$ cat config.mk
export PLATFORM = sky130hd
export DESIGN_NAME = oled_spi_sink_flat
export DESIGN_NICKNAME = d
export VERILOG_FILES = /design/src/rtl/oled_spi_sink_if.sv /design/src/rtl/oled_spi_sink.sv /design/src/flat_wrapper.sv
export SDC_FILE = /design/constraint.sdc
export NUM_CORES = 1
export LEC_CHECK = 0
export CAP_MARGIN = 0
export CORE_MARGIN = 3
export CORE_UTILIZATION = 59
export DETAILED_ROUTE_END_ITERATION = 10
export PLACE_DENSITY = 0.84
export SLEW_MARGIN = 10
export SYNTH_ARGS = -nofsm -noshare
export SYNTH_HDL_FRONTEND = slang
export SYNTH_SLANG_ARGS = --single-unit
$ cat constraint.sdc
create_clock -name CLK -period 4.6 [get_ports CLK]
set_clock_uncertainty 0.05 [all_clocks]
set_input_delay 0.92 -clock CLK [delete_from_list [all_inputs] [get_ports CLK]]
set_output_delay 0.92 -clock CLK [all_outputs]
set_load 0.03 [all_outputs]
$ cat src/rtl/oled_spi_sink_if.sv
// Pin-level bundle between an OLED transmit path and oled_spi_sink.
// master drives the serial pins, slave decodes them into display state.
interface oled_spi_sink_if;
  logic       CS;
  logic       SCLK;
  logic       SDIN;
  logic       DC;
  logic       RES;
  logic       fb_we;
  logic [8:0] fb_addr;
  logic [7:0] fb_data;
  logic       cmd_valid;
  logic [7:0] cmd_byte;
  logic       display_on;
  logic [7:0] contrast;
  logic       charge_pump;
  logic       frame_err;

  modport master (
    output CS, SCLK, SDIN, DC, RES,
    input  fb_we, fb_addr, fb_data,
    input  cmd_valid, cmd_byte,
    input  display_on, contrast,
    input  charge_pump, frame_err
  );

  modport slave (
    input  CS, SCLK, SDIN, DC, RES,
    output fb_we, fb_addr, fb_data,
    output cmd_valid, cmd_byte,
    output display_on, contrast,
    output charge_pump, frame_err
  );
endinterface

$ cat src/rtl/oled_spi_sink.sv
// Receive-side SSD1306 model: deserialises SDIN/SCLK/DC and decodes
// commands, arguments and framebuffer writes for the PmodOLED panel.
module oled_spi_sink #(
  parameter int NUM_PAGES = 4,
  parameter int NUM_COLS  = 128
) (
  input  logic CLK,
  input  logic RST,
  oled_spi_sink_if.slave pin
);

  localparam int PW = (NUM_PAGES > 1) ? $clog2(NUM_PAGES) : 1;
  localparam logic [6:0] COL_MAX = 7'(NUM_COLS - 1);

  typedef enum logic {
    S_CMD = 1'b0,
    S_ARG = 1'b1
  } state_t;

  logic [2:0] sclk_q;
  logic [1:0] sdin_q;
  logic [1:0] dc_q;
  logic [1:0] cs_q;
  logic [1:0] res_q;

  logic [7:0] sh;
  logic [2:0] bit_cnt;

  state_t state;
  state_t state_n;

  logic [PW-1:0] page, page_n;
  logic [6:0]    col, col_n;
  logic [1:0]    arg_cnt, arg_n;
  logic [7:0]    op, op_n;

  logic       fb_we_q, we_n;
  logic [8:0] fb_addr_q, addr_n;
  logic [7:0] fb_data_q, data_n;
  logic       cmd_valid_q, cv_n;
  logic [7:0] cmd_byte_q, cb_n;
  logic       display_on_q, on_n;
  logic [7:0] contrast_q, con_n;
  logic       charge_pump_q, cp_n;
  logic       frame_err_q, err_n;

  logic       res_ok;
  logic       sck_rise;
  logic       strobe;
  logic       cs_err;
  logic [7:0] rx_byte;
  logic       rx_dc;
  logic [1:0] need;
  logic       is_disp;
  logic       is_col_lo;
  logic       is_col_hi;
  logic       is_page;

  function automatic logic [1:0] arg_need(input logic [7:0] b);
    case (b)
      8'h81, 8'h8D, 8'hA8, 8'hD3,
      8'hD5, 8'hD9, 8'hDA, 8'hDB,
      8'h20:          arg_need = 2'd1;
      8'h21, 8'h22:   arg_need = 2'd2;
      default:        arg_need = 2'd0;
    endcase
  endfunction

  // Bring the pins into the CLK domain; SCLK gets one extra
  // stage so its edge detector lines up with SDIN/DC/CS.
  always_ff @(posedge CLK or negedge RST) begin
    if (!RST) begin
      sclk_q <= 3'b111;
      sdin_q <= 2'b00;
      dc_q   <= 2'b00;
      cs_q   <= 2'b11;
      res_q  <= 2'b00;
    end else begin
      sclk_q <= {sclk_q[1:0], pin.SCLK};
      sdin_q <= {sdin_q[0], pin.SDIN};
      dc_q   <= {dc_q[0], pin.DC};
      cs_q   <= {cs_q[0], pin.CS};
      res_q  <= {res_q[0], pin.RES};
    end
  end

  assign res_ok    = res_q[1];
  assign sck_rise  = (sclk_q[2:1] == 2'b01) && !cs_q[1];
  assign rx_byte   = {sh[6:0], sdin_q[1]};
  assign rx_dc     = dc_q[1];
  assign strobe    = res_ok && sck_rise
                     && (bit_cnt == 3'd7);
  assign cs_err    = res_ok && cs_q[1]
                     && (bit_cnt != 3'd0);
  assign need      = arg_need(rx_byte);
  assign is_disp   = rx_byte[7:1] == 7'b1010_111;
  assign is_col_lo = rx_byte[7:4] == 4'h0;
  assign is_col_hi = rx_byte[7:4] == 4'h1;
  assign is_page   = rx_byte[7:3] == 5'b1011_0;

  // Shift register and bit counter; CS high drops a partial byte.
  always_ff @(posedge CLK or negedge RST) begin
    if (!RST) begin
      sh      <= 8'h00;
      bit_cnt <= 3'd0;
    end else if (!res_ok) begin
      sh      <= 8'h00;
      bit_cnt <= 3'd0;
    end else if (cs_q[1]) begin
      bit_cnt <= 3'd0;
    end else if (sck_rise) begin
      sh      <= rx_byte;
      bit_cnt <= bit_cnt + 3'd1;
    end
  end

  // Decoder state register.
  always_ff @(posedge CLK or negedge RST) begin
    if (!RST) state <= S_CMD;
    else      state <= state_n;
  end

  // Decoder next state: data bytes always land back in S_CMD.
  always_comb begin
    state_n = state;
    if (!res_ok) begin
      state_n = S_CMD;
    end else if (strobe) begin
      if (rx_dc) begin
        state_n = S_CMD;
      end else if (state == S_CMD) begin
        if (need != 2'd0) state_n = S_ARG;
      end else if (arg_cnt == 2'd1) begin
        state_n = S_CMD;
      end
    end
  end

  // Decoder outputs and address/argument bookkeeping.
  always_comb begin
    page_n = page;
    col_n  = col;
    arg_n  = arg_cnt;
    op_n   = op;
    we_n   = 1'b0;
    addr_n = fb_addr_q;
    data_n = fb_data_q;
    cv_n   = 1'b0;
    cb_n   = cmd_byte_q;
    on_n   = display_on_q;
    con_n  = contrast_q;
    cp_n   = charge_pump_q;
    err_n  = frame_err_q | cs_err;
    if (!res_ok) begin
      page_n = '0;
      col_n  = 7'd0;
      arg_n  = 2'd0;
      op_n   = 8'h00;
      addr_n = 9'd0;
      data_n = 8'h00;
      cb_n   = 8'h00;
      on_n   = 1'b0;
      con_n  = 8'h7F;
      cp_n   = 1'b0;
      err_n  = 1'b0;
    end else if (strobe) begin
      if (rx_dc) begin
        we_n   = 1'b1;
        addr_n = 9'({page, col});
        data_n = rx_byte;
        col_n  = (col == COL_MAX) ? 7'd0
                                  : col + 7'd1;
        if (state == S_ARG) begin
          err_n = 1'b1;
          arg_n = 2'd0;
        end
      end else begin
        cv_n = 1'b1;
        cb_n = rx_byte;
        if (state == S_ARG) begin
          arg_n = arg_cnt - 2'd1;
          if (op == 8'h81) con_n = rx_byte;
          if (op == 8'h8D) cp_n  = rx_byte[2];
        end else begin
          unique case (1'b1)
            is_disp:   on_n = rx_byte[0];
            is_col_lo: col_n[3:0] = rx_byte[3:0];
            is_col_hi: col_n[6:4] = rx_byte[2:0];
            is_page:   page_n = rx_byte[PW-1:0];
            (need != 2'd0): begin
              arg_n = need;
              op_n  = rx_byte;
            end
            default: ;
          endcase
        end
      end
    end
  end

  // Register every decoder output.
  always_ff @(posedge CLK or negedge RST) begin
    if (!RST) begin
      page          <= '0;
      col           <= 7'd0;
      arg_cnt       <= 2'd0;
      op            <= 8'h00;
      fb_we_q       <= 1'b0;
      fb_addr_q     <= 9'd0;
      fb_data_q     <= 8'h00;
      cmd_valid_q   <= 1'b0;
      cmd_byte_q    <= 8'h00;
      display_on_q  <= 1'b0;
      contrast_q    <= 8'h7F;
      charge_pump_q <= 1'b0;
      frame_err_q   <= 1'b0;
    end else begin
      page          <= page_n;
      col           <= col_n;
      arg_cnt       <= arg_n;
      op            <= op_n;
      fb_we_q       <= we_n;
      fb_addr_q     <= addr_n;
      fb_data_q     <= data_n;
      cmd_valid_q   <= cv_n;
      cmd_byte_q    <= cb_n;
      display_on_q  <= on_n;
      contrast_q    <= con_n;
      charge_pump_q <= cp_n;
      frame_err_q   <= err_n;
    end
  end

  assign pin.fb_we       = fb_we_q;
  assign pin.fb_addr     = fb_addr_q;
  assign pin.fb_data     = fb_data_q;
  assign pin.cmd_valid   = cmd_valid_q;
  assign pin.cmd_byte    = cmd_byte_q;
  assign pin.display_on  = display_on_q;
  assign pin.contrast    = contrast_q;
  assign pin.charge_pump = charge_pump_q;
  assign pin.frame_err   = frame_err_q;

endmodule

$ cat src/flat_wrapper.sv
// flat-port wrapper written by rule: the top's interface ports become plain ports
module oled_spi_sink_flat 
#(
  parameter int NUM_PAGES = 4,
  parameter int NUM_COLS  = 128
)
  (CLK, RST, pin_CS, pin_SCLK, pin_SDIN, pin_DC, pin_RES, pin_fb_we, pin_fb_addr, pin_fb_data, pin_cmd_valid, pin_cmd_byte, pin_display_on, pin_contrast, pin_charge_pump, pin_frame_err);
  oled_spi_sink_if pin_i ();
  input  logic CLK;
  input  logic RST;
  input wire logic [$bits(pin_i.CS)-1:0] pin_CS;
  input wire logic [$bits(pin_i.SCLK)-1:0] pin_SCLK;
  input wire logic [$bits(pin_i.SDIN)-1:0] pin_SDIN;
  input wire logic [$bits(pin_i.DC)-1:0] pin_DC;
  input wire logic [$bits(pin_i.RES)-1:0] pin_RES;
  output wire logic [$bits(pin_i.fb_we)-1:0] pin_fb_we;
  output wire logic [$bits(pin_i.fb_addr)-1:0] pin_fb_addr;
  output wire logic [$bits(pin_i.fb_data)-1:0] pin_fb_data;
  output wire logic [$bits(pin_i.cmd_valid)-1:0] pin_cmd_valid;
  output wire logic [$bits(pin_i.cmd_byte)-1:0] pin_cmd_byte;
  output wire logic [$bits(pin_i.display_on)-1:0] pin_display_on;
  output wire logic [$bits(pin_i.contrast)-1:0] pin_contrast;
  output wire logic [$bits(pin_i.charge_pump)-1:0] pin_charge_pump;
  output wire logic [$bits(pin_i.frame_err)-1:0] pin_frame_err;
  assign pin_i.CS = pin_CS;
  assign pin_i.SCLK = pin_SCLK;
  assign pin_i.SDIN = pin_SDIN;
  assign pin_i.DC = pin_DC;
  assign pin_i.RES = pin_RES;
  assign pin_fb_we = pin_i.fb_we;
  assign pin_fb_addr = pin_i.fb_addr;
  assign pin_fb_data = pin_i.fb_data;
  assign pin_cmd_valid = pin_i.cmd_valid;
  assign pin_cmd_byte = pin_i.cmd_byte;
  assign pin_display_on = pin_i.display_on;
  assign pin_contrast = pin_i.contrast;
  assign pin_charge_pump = pin_i.charge_pump;
  assign pin_frame_err = pin_i.frame_err;
  oled_spi_sink #(.NUM_PAGES(NUM_PAGES), .NUM_COLS(NUM_COLS)) u_core (.CLK(CLK), .RST(RST), .pin(pin_i));
endmodule
==> run metrics, run 1 <==
main combinational cell family by area after synthesis=simple AND/OR/NAND/NOR gates; EDFF count, synth=0; fillers=434; Hold Buf Count CTS=0; ANT nets after route=0; CP Launch Type=flop; die width=84.3 um; Hold WC Path Type=reg2reg; Period minus WS final=3.01 ns; Period Utilization, post-route=65.5%; Layout area overhead=17.2%; Critical Path RT=4.83 ns; Worst setup EP type=flop; clk sinks=79; Peak Freq=332 MHz; H-tree Lvls=3; 1st-pass router iterations=5; Yosys warnings=0; grt ovf=0; syn nets=388; Post-Layout Cell Count=483; CTS Buf Count=9; Compound-Gate Fraction of Synth Area=13.4%; RSZ-0062 raised after global routing=false; Remaining DRCs=0; Syn Area/Cell=9.63 sq um; root buffer cell=clkbuf_8; Core Box Area=5710 sq um; FFs w/ async S/R, synth=100%; post-CTS setup buffers=0; Post-Synth XOR/XNOR Area=0.968%; Post-Syn Instances=376; Die Ht=84.3 um; status=complete, no violations; Data arrival, critical path=3.24 ns; routed wire length=7790 um; Pwr Density=304 nW/um^2; pin count of the biggest net entering global routing=80; Clk pin slew, worst setup/hold paths=0.08 ns; Synth Area in Adders=1.73%; kind of critical path=reg2reg; Distinct cells, synth=48; Max-cap violations=0; Leakage Power=1.78 nW; fin. max-slew vios=0; Hold Violations, Final=0; Clock Latency Late Sink=0.35 ns; final worst slack=1.59 ns; Inst Count DP=467; worst slack at placement=1.64 ns; Seq/Total Area, Yosys=55.0%; IO Pins=45; CTS tree=done; FP Rows=27; post-DR wirelength/cell=16.1 um; PortBufs=44; Rel. slew slack=35.2%; first-pass GRT wire length=13800 um; DRT iter0 DRCs=273; Max VDD drop=0.000195 V; routability cong.=0.824; vias in the first global route=2830; Post-Synth Simple-Gate Area=19.5%; gr usage total=24.1%; final net count=418; Vias=2830; Max Root-Sink Buffers=2; ys flop type=dfrtp_1; CP max FO=19; Yosys reg bits=79; mux cell area share after synthesis=4.77%; share of layout cells above drive strength 1=9.73%; Final HPWL DP=5060 um; Worst-Margin Slew=0.972 ns; initial core utilization=63.4%; ANT cells=0; endpoints failing setup=0; Post-Synthesis Cell Area=3620 sq um; post-cts repair resize count=0; TNS Setup=0 ns; initial antenna violation count=0; die area=7110 sq um; vias per inst=5.86
-- area by class of cell --
type                    instances  area (sq um)  share of cell area, %
flip-flops and latches         79          1990                   47.0
clock inverters                 5          32.5                  0.767
inverters                      17          63.8                   1.50
well taps                      72          90.1                   2.12
repair buffers                 46           453                   10.7
clock buffers                  11           151                   3.57
multi-input cells             253          1460                   34.4
-- worst max-delay path: stages, from the launching register on --
cell	delay [ns]
dfstp_2	0.58
nor3b_2	0.76
and2_1	0.28
nand3_1	0.50
inv_2	0.50
nand2_1	0.11
a21oi_1	0.16
-- synthesized netlist by cell type (all sizes together), types with 2 or more instances --
cell | number | area share, %
nand2 | 69 | 7.2
dfrtp | 67 | 46
nor2 | 33 | 3.4
a21oi | 25 | 3.5
o21ai | 24 | 3.3
clkbuf | 22 | 2.3
inv | 17 | 1.8
mux2i | 15 | 4.1
dfstp | 12 | 8.7
nand3 | 9 | 1.2
a31oi | 7 | 1.2
buf | 5 | 0.59
ha | 5 | 1.7
nor3 | 5 | 0.69
o22ai | 5 | 0.86
and3 | 4 | 0.69
nor2b | 4 | 0.69
a32o | 3 | 0.83
a32oi | 3 | 0.73
and2 | 3 | 0.52
nand2b | 3 | 0.52
nand3b | 3 | 0.62
nand4 | 3 | 0.52
nor3b | 3 | 0.76
or3 | 3 | 0.52
xnor2 | 3 | 0.73
a21boi | 2 | 0.41
mux2 | 2 | 0.62
nor4 | 2 | 0.52
nor4b | 2 | 0.48
o211ai | 2 | 0.41
or2 | 2 | 0.35
-- cell families (layout without fill, tap and decap cells) --
family                     after synthesis  after routing
adders and majority gates                5              5
and+or+nand+nor                        149            149
muxes                                   17             17
xor gates and xnor gates                 4              4
AOI/OAI and AO/OA                       78             78
DFF                                     79             79
buffers and inverters                   44             79
-- stage by stage --
stage / total power, mW / hold slack, ns / cell area [sq um] / util [%]
floorplan: 0.785 / 0.281 / 3620 / -
global placement: 0.822 / 0.284 / 4060 / 71.1
detailed placement: 0.825 / 0.288 / 4060 / 71.1
CTS: 1.29 / 0.307 / 4240 / 74.3
global route: 1.34 / 0.311 / 4240 / 74.3
finish: 1.29 / 0.304 / 4240 / 74.3
-- layer usage --
metal / up-vias / global-route usage [%] / part of all wire (%)
met5: - / 0 / 0
met4: 0 / 10.7 / 2.1
met3: 15 / 4.32 / 6.0
met2: 101 / 37.9 / 49
met1: 1373 / 32.7 / 43
li1: 1341 / - / -
-- sequential cells by signal (all words and copies together) (netlist names), 2 cells and up --
signal and cells:
u_core.cs_q 2, u_core.sdin_q 2, u_core.pin.contrast 8, u_core.pin.cmd_byte 8, u_core.sclk_q 3, u_core.op 8, u_core.dc_q 2, u_core.page 2
u_core.col 7, u_core.pin.fb_addr 9, u_core.bit_cnt 3, u_core.pin.fb_data 8, u_core.res_q 2, u_core.arg_cnt 2, u_core.sh 7
-- report_power, final --
group	switching, mW	leakage [nW]	internal [mW]
clock	0.252	0.0873	0.223
sequential	0.0155	1.05	0.714
combinational	0.0543	0.644	0.0283
total	0.322	1.78	0.965
-- worst paths after layout --
kind / from / cells past startpoint / slack [ns] / to
min in group asynchronous: RST / 1 / 0.67 / u_core.col[1]
setup / recovery: u_core.sclk_q[1] / 6 / 1.59 / u_core.pin.fb_data[0]
max in group asynchronous: RST / 1 / 3.20 / u_core.bit_cnt[2]
hold / removal: u_core.dc_q[0] / 0 / 0.30 / u_core.dc_q[1]
hold reg to reg: u_core.dc_q[0] / 0 / 0.30 / u_core.dc_q[1]
setup reg to reg: u_core.sclk_q[1] / 6 / 1.59 / u_core.pin.fb_data[0]
-- cell usage in the layout (no fill, tap or decap), types with 4 or more instances in the layout --
master and n:
nand2_1 69, dfrtp_1 67, clkdlybuf4s50_1 43, nor2_1 33, a21oi_1 25, o21ai_0 23
inv_1 16, mux2i_1 15, dfstp_2 12, clkbuf_8 11, nand3_1 9, a31oi_1 7
nor3_1 5, o22ai_1 5, ha_1 5, nor2b_1 4, and3_1 4
No activity file was read; power rests on OpenSTA's default activity.
==> inputs of run 2 (changes only) <==
Settings changed: CORE_UTILIZATION 59 to 50, PLACE_DENSITY 0.84 to 0.76.
Clock period 4.6 ns to 2.6 ns, I/O delays scaled along.
==> run metrics, run 2 (synthesis results as in run 1) <==
initial core utilization=52.4% (-11 points); post-layout util=63.4% (-11 points); TNS Setup=0 ns (unchanged); H-tree Lvls=3 (unchanged); Core Box Area=6910 sq um (+21%); CTS Buf Count=9 (unchanged); Worst-Margin Slew=0.588 ns (-0.384 ns); Rel. slew slack=60.5% (+25 points); 1st-pass router iterations=6 (+1); Clk pin slew, worst setup/hold paths=0.08 ns (about the same); Clock Latency Late Sink=0.34 ns (about the same); die width=91.1 um (+8.0%); kind of critical path=reg2reg; status=complete, no violations; Period minus WS final=2.31 ns (-0.704 ns); routed wire length=7850 um (+0.72%); Worst setup EP type=flop; Remaining DRCs=0 (unchanged); crit path from=u_core.bit_cnt[0]; vias per inst=5.56 (-5.1%); most common cell after layout, fill and taps aside=nand2_1; RSZ-0062 raised after global routing=false; endpoints failing setup=0 (unchanged); initial antenna violation count=0 (unchanged); post-cts repair resize count=0 (unchanged); CP max FO=9 (-10); Leakage Power=1.85 nW (+3.9%); post-DR wirelength/cell=15.1 um (-6.1%); CP Launch Type=flop; Critical Path RT=2.81 ns (-2.02 ns); gr usage total=20.0% (-4.1 points); Period Utilization, post-route=88.8% (+23 points); Hold Buf Count CTS=0 (unchanged); root buffer cell=clkbuf_8; commonest non-fill, non-tap cells in the layout=nand2_1, dfrtp_1, clkdlybuf4s50_1, nor2_1, a21oi_1; final net count=429 (+2.6%); clock share of power=38.2% (+1.2 points); Hold WC Path Type=in2async; Flop pwr share=55.0% (-1.6 points); pin count of the biggest net entering global routing=43 (-46%); Die Ht=91.1 um (+8.0%); Vias=2879 (+1.7%); fin. max-slew vios=0 (unchanged); NetSw=554 uW (+72%); max reg flops=9 (unchanged); die area=8300 sq um (+17%); share of layout cells above drive strength 1=12.1% (+2.4 points); Peak Freq=433 MHz (+31%); PortBufs=44 (unchanged); vias in the first global route=2734 (-3.4%); sw frac=23.7% (-1.4 points); Data arrival, critical path=2.52 ns (-0.72 ns); post-CTS setup buffers=0 (unchanged); ANT cells=0 (unchanged); Final HPWL DP=5260 um (+4.0%); Total Power=2.34 mW (+82%); IO Pins=45 (unchanged); Max-cap violations=0 (unchanged); worst reg-to-reg setup slack=0.29 ns (-1.30 ns); worst reg2reg path startpoint=u_core.bit_cnt[0]; Max Root-Sink Buffers=2 (unchanged); routability cong.=0.882 (+7.0%); ANT nets after route=0 (unchanged); Max VDD drop=0.000299 V (+53%); grt ovf=0 (unchanged); internal power=1.79 mW (+85%); Pwr Density=534 nW/um^2 (+76%); Hold Violations, Final=0 (unchanged); CTS tree=done; clk sinks=79 (unchanged); DRT iter0 DRCs=211 (-23%); Layout area overhead=21.0%; first-pass GRT wire length=13300 um (-3.4%); FP Rows=30 (+11%); combinational power share=6.8% (+0.4 points)
==> run 2: cell types whose count changed in the layout (fill, tap and decap cells not counted) <==
cell	delta
buf_4	+10
clkbuf_8	-1
bufinv_16	+1
buf_12	+1
clkinv_2	+1
clkinvlp_4	-1
==> run 2: worst paths after layout <==
path	end	depth (start not counted)
setup / recovery	u_core.op[1]	7
hold / removal	u_core.pin.fb_addr[0]	1
setup reg to reg	u_core.op[1]	7
hold reg to reg	u_core.res_q[1]	0
max in group asynchronous	u_core.pin.contrast[1]	2
min in group CLK	u_core.res_q[1]	0
==> run 2: per-stage QoR <==
step	instances	worst slack [ns]	instance area (sq um)	hold WS [ns]
2_1_floorplan	376	0.513	3620	0.174
3_3_place_gp	502	0.414	4180	0.283
3_5_place_dp	502	0.282	4180	0.288
4_1_cts	518	0.273	4380	0.0988
5_1_grt	518	0.159	4380	0.119
6_report	518	0.292	4380	0.0999
==> run 2: metal layers <==
| metal | vias to the layer above | share of wire [%] | global-route usage, % |
|---|---|---|---|
| met3 | 14 | 7.0 | 5.30 |
| met1 | 1393 | 44 | 27.3 |
| met4 | 0 | 1.3 | 6.53 |
| met5 | - | 0 | 0 |
| li1 | 1359 | - | - |
| met2 | 113 | 48 | 31.2 |
==> run 2: cell type report <==
cell class / count / area, sq um
Tap cell: 96 / 120
Sequential cell: 79 / 1990
Timing Repair Buffer: 57 / 548
Clock buffer: 10 / 138
Fill cell: 629 / 2530
Inverter: 17 / 63.8
Clock inverter: 6 / 60.1
Multi-Input combinational cell: 253 / 1460
==> run 2: power groups by stage <==
stage,sequential (mW),combinational [mW],clock [mW]
after floorplan,1.32,0.0672,0
after global placement,1.31,0.158,0
after detailed placement,1.31,0.162,0
after CTS,1.29,0.162,0.929
after global routing,1.29,0.177,0.975
final,1.29,0.160,0.894
==> run 2: worst max-delay path, stage by stage, from the launching register on <==
cell       delay (ns)
dfrtp_1          0.38
ha_1             0.16
ha_1             0.20
nand4bb_4        0.16
or2_1            0.26
or3_1            0.36
o221ai_4         0.40
mux2i_1          0.25
